**src/rtl/aes_key_schedule_ctrl.sv**
```systemverilog
// AES-128 key expansion sequencer: loads four key columns, expands them
// to 4*(NR+1) round-key words (one per cycle) and serves them to AddRoundKey.
//
// Ports:
//   clock, reset          : rising-edge clock, synchronous active-high reset
//   key_start, key_word   : key load pulse and streamed key columns
//   key_busy              : high while loading or expanding
//   key_expand_done       : level, high once every word is stored
//   sbox_req              : controller owns the shared S-box this cycle
//   sbox_word_out         : RotWord(w[i-1]) to SubWord, 0 when idle
//   sbox_word_in          : SubWord result (combinational)
//   rk_round, rk_col      : round-key read address
//   rk_word               : w[4*rk_round+rk_col], 0 past the last round
//   dbg_state             : FSM state encoding
//   dbg_word_idx          : current write index i
module aes_key_schedule_ctrl #(
    parameter int NR     = 10,
    parameter int WIDX_W = 6
) (
    input  logic              clock,
    input  logic              reset,
    input  logic              key_start,
    input  logic [31:0]       key_word,
    output logic              key_busy,
    output logic              key_expand_done,
    output logic              sbox_req,
    output logic [31:0]       sbox_word_out,
    input  logic [31:0]       sbox_word_in,
    input  logic [3:0]        rk_round,
    input  logic [1:0]        rk_col,
    output logic [31:0]       rk_word,
    output logic [1:0]        dbg_state,
    output logic [WIDX_W-1:0] dbg_word_idx
);

    localparam int NW = 4 * (NR + 1);
    localparam logic [WIDX_W-1:0] LP_LAST = WIDX_W'(NW - 1);
    localparam logic [3:0] LP_NR = 4'(NR);

    typedef enum logic [1:0] {
        S_IDLE   = 2'd0,
        S_LOAD   = 2'd1,
        S_EXPAND = 2'd2,
        S_DONE   = 2'd3
    } state_e;

    state_e            r_state;
    state_e            w_state_nxt;
    logic [WIDX_W-1:0] r_idx;
    logic [WIDX_W-1:0] w_idx_nxt;
    logic [WIDX_W-1:0] w_waddr;
    logic [WIDX_W-1:0] w_rk_idx;
    logic [31:0]       r_w [NW];
    logic              w_we;
    logic [31:0]       w_wdata;
    logic [31:0]       w_prev;
    logic [31:0]       w_back4;
    logic [31:0]       w_rot;
    logic [31:0]       w_temp;

    function automatic logic [7:0] rcon(input logic [3:0] n);
        logic [7:0] v;
        case (n)
            4'd1:    v = 8'h01;
            4'd2:    v = 8'h02;
            4'd3:    v = 8'h04;
            4'd4:    v = 8'h08;
            4'd5:    v = 8'h10;
            4'd6:    v = 8'h20;
            4'd7:    v = 8'h40;
            4'd8:    v = 8'h80;
            4'd9:    v = 8'h1b;
            4'd10:   v = 8'h36;
            default: v = 8'h00;
        endcase
        return v;
    endfunction

    // Taps into the store for the recurrence w[i] = w[i-4] ^ temp
    assign w_prev  = r_w[r_idx - WIDX_W'(1)];
    assign w_back4 = r_w[r_idx - WIDX_W'(4)];
    assign w_rot   = {w_prev[23:0], w_prev[31:24]};

    always_comb begin
        w_state_nxt     = r_state;
        w_idx_nxt       = r_idx;
        w_we            = 1'b0;
        w_waddr         = r_idx;
        w_wdata         = key_word;
        w_temp          = w_prev;
        sbox_req        = 1'b0;
        sbox_word_out   = 32'h0;
        key_busy        = 1'b0;
        key_expand_done = 1'b0;
        unique case (r_state)
            S_IDLE, S_DONE: begin
                key_expand_done = (r_state == S_DONE);
                // A new key restarts from column 0 even after a finished run
                if (key_start) begin
                    w_we        = 1'b1;
                    w_waddr     = '0;
                    w_idx_nxt   = WIDX_W'(1);
                    w_state_nxt = S_LOAD;
                end
            end
            S_LOAD: begin
                key_busy  = 1'b1;
                w_we      = 1'b1;
                w_idx_nxt = r_idx + WIDX_W'(1);
                if (r_idx == WIDX_W'(3)) begin
                    w_state_nxt = S_EXPAND;
                end
            end
            S_EXPAND: begin
                key_busy = 1'b1;
                if (r_idx[1:0] == 2'b00) begin
                    sbox_req      = 1'b1;
                    sbox_word_out = w_rot;
                    w_temp        = sbox_word_in
                                  ^ {rcon(4'(r_idx >> 2)), 24'h0};
                end
                w_we      = 1'b1;
                w_wdata   = w_back4 ^ w_temp;
                w_idx_nxt = r_idx + WIDX_W'(1);
                if (r_idx == LP_LAST) begin
                    w_state_nxt = S_DONE;
                end
            end
            default: begin
                w_state_nxt = S_IDLE;
            end
        endcase
    end

    always_ff @(posedge clock) begin
        if (reset) begin
            r_state <= S_IDLE;
            r_idx   <= '0;
        end else begin
            r_state <= w_state_nxt;
            r_idx   <= w_idx_nxt;
        end
    end

    always_ff @(posedge clock) begin
        if (reset) begin
            for (int k = 0; k < NW; k++) begin
                r_w[k] <= 32'h0;
            end
        end else if (w_we) begin
            r_w[w_waddr] <= w_wdata;
        end
    end

    // {round, col} is exactly 4*round+col
    assign w_rk_idx = WIDX_W'({rk_round, rk_col});
    assign rk_word  = (rk_round > LP_NR) ? 32'h0 : r_w[w_rk_idx];

    assign dbg_state    = r_state;
    assign dbg_word_idx = r_idx;

endmodule

```
**config.mk**
```make
export PLATFORM = sky130hd
export DESIGN_NAME = aes_key_schedule_ctrl
export DESIGN_NICKNAME = d
export VERILOG_FILES = /design/src/rtl/aes_key_schedule_ctrl.sv
export SDC_FILE = /design/constraint.sdc
export NUM_CORES = 2
export LEC_CHECK = 0
export CORE_UTILIZATION = 54
export CTS_CLUSTER_SIZE = 10
export DETAILED_ROUTE_END_ITERATION = 8
export HOLD_SLACK_MARGIN = 0.03
export PLACE_DENSITY_LB_ADDON = 0.25
export SLEW_MARGIN = 30
export SYNTH_ARGS = -nofsm -noshare
export SYNTH_HDL_FRONTEND = slang
export SYNTH_SLANG_ARGS = --single-unit
```
**constraint.sdc**
```tcl
create_clock -name clock -period 5.1 [get_ports clock]
set_input_delay 0.765 -clock clock [delete_from_list [all_inputs] [get_ports clock]]
set_output_delay 0.765 -clock clock [all_outputs]
set_load 0.01 [all_outputs]
```
==> out/summary.txt <==
Post-synth EDFFs: 2,048
Drt wl/cell: 43.6 µm
Worst hold slack: 0.602 ns
Largest net degree at the start of global routing: 108
FF+latch area: 61,800 µm²
Post-synth ARST share: 0%
RSZ-0062 raised after global routing: true
Netlist Area Pre-Place: 117,000 µm²
CTS buffer count: 231
Most common cell after layout, fill and taps aside: edfxtp_1
Startpoint of the worst hold path: reset
Setup CP Type: reg2out
Violated checks: setup timing
Root Driver: clkbuf_16
Core footprint: 215,000 µm²
Startpoint types: flop
Logic pwr share: 49.9%
Num Clock Sinks: 2,064
Net Sw Frac: 40.1%
GP Congestion: 1.01
Main synth FF type: edfxtp_1
Layout cells sized above 1: 35.2%
Largest area contributor in the netlist: edfxtp_1
Slew Limit Headroom: 26.8%
Critical Path Start: dbg_word_idx[0]
Synth Register Bits: 2,064
Max rail drop VDD: 0.494 mV
Clock Latency Late Sink: 0.93 ns
Clock group share of total power: 21.2%
P&R area growth vs syn: 13.5%
Yosys cell types: 87
Die W: 468 µm
Internal power: 42.2 mW
Final worst setup slack: -0.216 ns
Worst-margin pin slew: 1.09 ns
Max Fclk: 0.188 GHz
Initial cell density of the core: 54.4%
CTS tree: done
DRT Wirelength: 463 mm
Most frequent cells in the layout: 2,048 x edfxtp_1, 1,534 x mux4_2, 1,332 x nor2_1, 417 x buf_4, 297 x nand2_1
Max clock buf depth: 3
Worst clock skew: 0.0392 ns
GRT overflow: 0
Crit path DAT: 4.55 ns
Ports: 148
Die area: 219,000 µm²
Crit Path Max Fanout: 17
Initial antenna violation count: 25
Final worst path period share: 104%
Period minus WS final: 5.32 ns
Footprint of the multi-input gates: 52,000 µm²
Static leakage: 44.9 nW
Post-detail-place hpwl: 279 mm
First-pass iteration count of the detailed router: 9
P per Cell Area: 529 nW/µm²
CTS hold repair buffers: 0
Worst r2r src: dbg_word_idx[3]
YS warnings: 0
Post-route ant nets: 0
First-pass GRT wire length: 631 mm
Sequential share of power: 28.9%
Sequential cell area fraction in the yosys report: 52.8%
Final setup fails: 14
Worst-path clk slew: 0.06 ns
Number of global-route vias before repair: 81,347
CTS H-tree lvls: 4
Die height: 468 µm
Fillers: 15,070
IO Port Bufs: 147
Post-synth top area share: 52.5%
Outcome: finished, violations left
DR vias/cell: 8.06
Vias: 85,651
# nets final: 7,789
Final Hold Fails: 0
FP Rows: 170
Worst min-delay path category: in2reg
Syn nets: 7,605
CP Capture Type: output port
P_sw: 28.2 mW
Mapped Avg Cell Area: 15.6 µm²
Syn Inst Count: 7,518
Initial drt markers: 17,738
Max Cap Viol: 0
Overall Power: 70.4 mW
Synth area leaders: edfxtp_1 53%, mux4_2 30%, nor2_1 4.4%
DRC: 0
CP Data Required Time: 4.34 ns
Slew Viols, Final: 0
GRT Util Overall: 41.9%
metrics by stage:
stage	area (µm²)	utilization [%]	instances	setup WS [ns]	TNS [ns]
floorplan	117000	-	7518	0.150	0
global placement	124000	57.5	10189	-0.0557	-0.0557
detailed placement	124000	57.5	10189	-0.0482	-0.0482
CTS	132000	61.3	10560	-0.153	-1.05
global route	133000	61.8	10614	-0.208	-0.761
finish	133000	61.8	10629	-0.216	-1.10
cell usage after synthesis, types with 14 or more instances:
| master | number |
|---|---|
| mux2i_1 | 137 |
| a31oi_1 | 34 |
| mux2_2 | 20 |
| buf_4 | 93 |
| nand4_1 | 16 |
| nand2_1 | 331 |
| nor2_1 | 1364 |
| clkbuf_1 | 373 |
| inv_1 | 94 |
| a2111oi_0 | 15 |
| a311oi_1 | 20 |
| a21oi_1 | 99 |
| nor3b_1 | 25 |
| a311o_1 | 41 |
| nand2b_1 | 59 |
| a22o_1 | 27 |
| edfxtp_1 | 2048 |
| and3_1 | 26 |
| nor2b_1 | 16 |
| ha_1 | 14 |
| buf_2 | 211 |
| o22ai_1 | 82 |
| o211ai_1 | 21 |
| buf_1 | 54 |
| a22oi_1 | 45 |
| mux4_2 | 1534 |
| and2_1 | 47 |
| o211a_1 | 18 |
| buf_6 | 82 |
| dfxtp_1 | 16 |
| o21ai_0 | 44 |
| a221oi_1 | 48 |
| nor3_1 | 129 |
| nand3_1 | 108 |
| inv_2 | 18 |
power by group through the flow:
| stage | combinational, mW | clock [mW] | sequential [mW] |
|---|---|---|---|
| after floorplan | 18.6 | 0 | 20.5 |
| after global placement | 28.8 | 0 | 20.6 |
| after detailed placement | 29.0 | 0 | 20.7 |
| after CTS | 31.8 | 14.8 | 20.3 |
| after global routing | 35.3 | 15.4 | 20.4 |
| final | 35.1 | 14.9 | 20.4 |
sequential cells by signal, summed over array words and instances (netlist names), named ones only:
| register | flops |
|---|---|
| r_w | 2048 |
| dbg_word_idx | 6 |
| dbg_state | 2 |
cell type report:
class / count / area share, %
timing repair buffer: 763 / 6.62
sequential: 2064 / 46.5
antenna: 16 / 0.0301
clock inverter: 32 / 0.221
multi-input combinational: 4522 / 39.1
clock buffer: 274 / 4.52
tap: 2838 / 2.67
inverter: 120 / 0.346
critical path, stage by stage (launching register included):
cell and delay, ns:
dfxtp_4 0.42, inv_2 0.07, ha_4 0.39, buf_16 0.24
buf_4 0.23, mux4_2 0.30, mux4_2 0.56, mux2_2 0.34
o21ai_4 0.29, buf_4 0.19, nor2_4 0.05, clkdlybuf4s50_1 0.50
per-layer routing:
layer | global-route usage (%) | wire length (µm)
met5 | 0 | 273
met4 | 25.9 | 35200
met3 | 20.7 | 87900
met2 | 58.4 | 196000
met1 | 52.2 | 143000
what timing repair did:
item,CTS,global route
resized for setup,174,103
setup buffers,43,43
endpoints found under the setup margin,32,29
cloned,23,10
pin swaps,26,38
kinds of logic (layout without fill, tap and decap cells):
logic type      Yosys count  after routing  share of synthesized area (%)
simple gates           2173           2175                           7.85
flops                  2064           2064                           52.8
mux                    1691           1691                           30.9
buf+inv                 934           1189                           4.05
compound gates          628            628                           4.18
fa+ha+maj                14             14                          0.150
xor+xnor                 14             14                          0.111
other cells               0             16                              0
worst paths after layout:
path / end / slack [ns] / depth (start not counted)
setup / recovery: sbox_word_out[16] / -0.22 / 11
hold / removal: dbg_word_idx[1] / 0.60 / 2
setup reg to reg: r_w[2][25] / 0.11 / 12
hold reg to reg: dbg_state[1] / 0.63 / 2
Note: power is estimated with default switching activity, not from simulation.
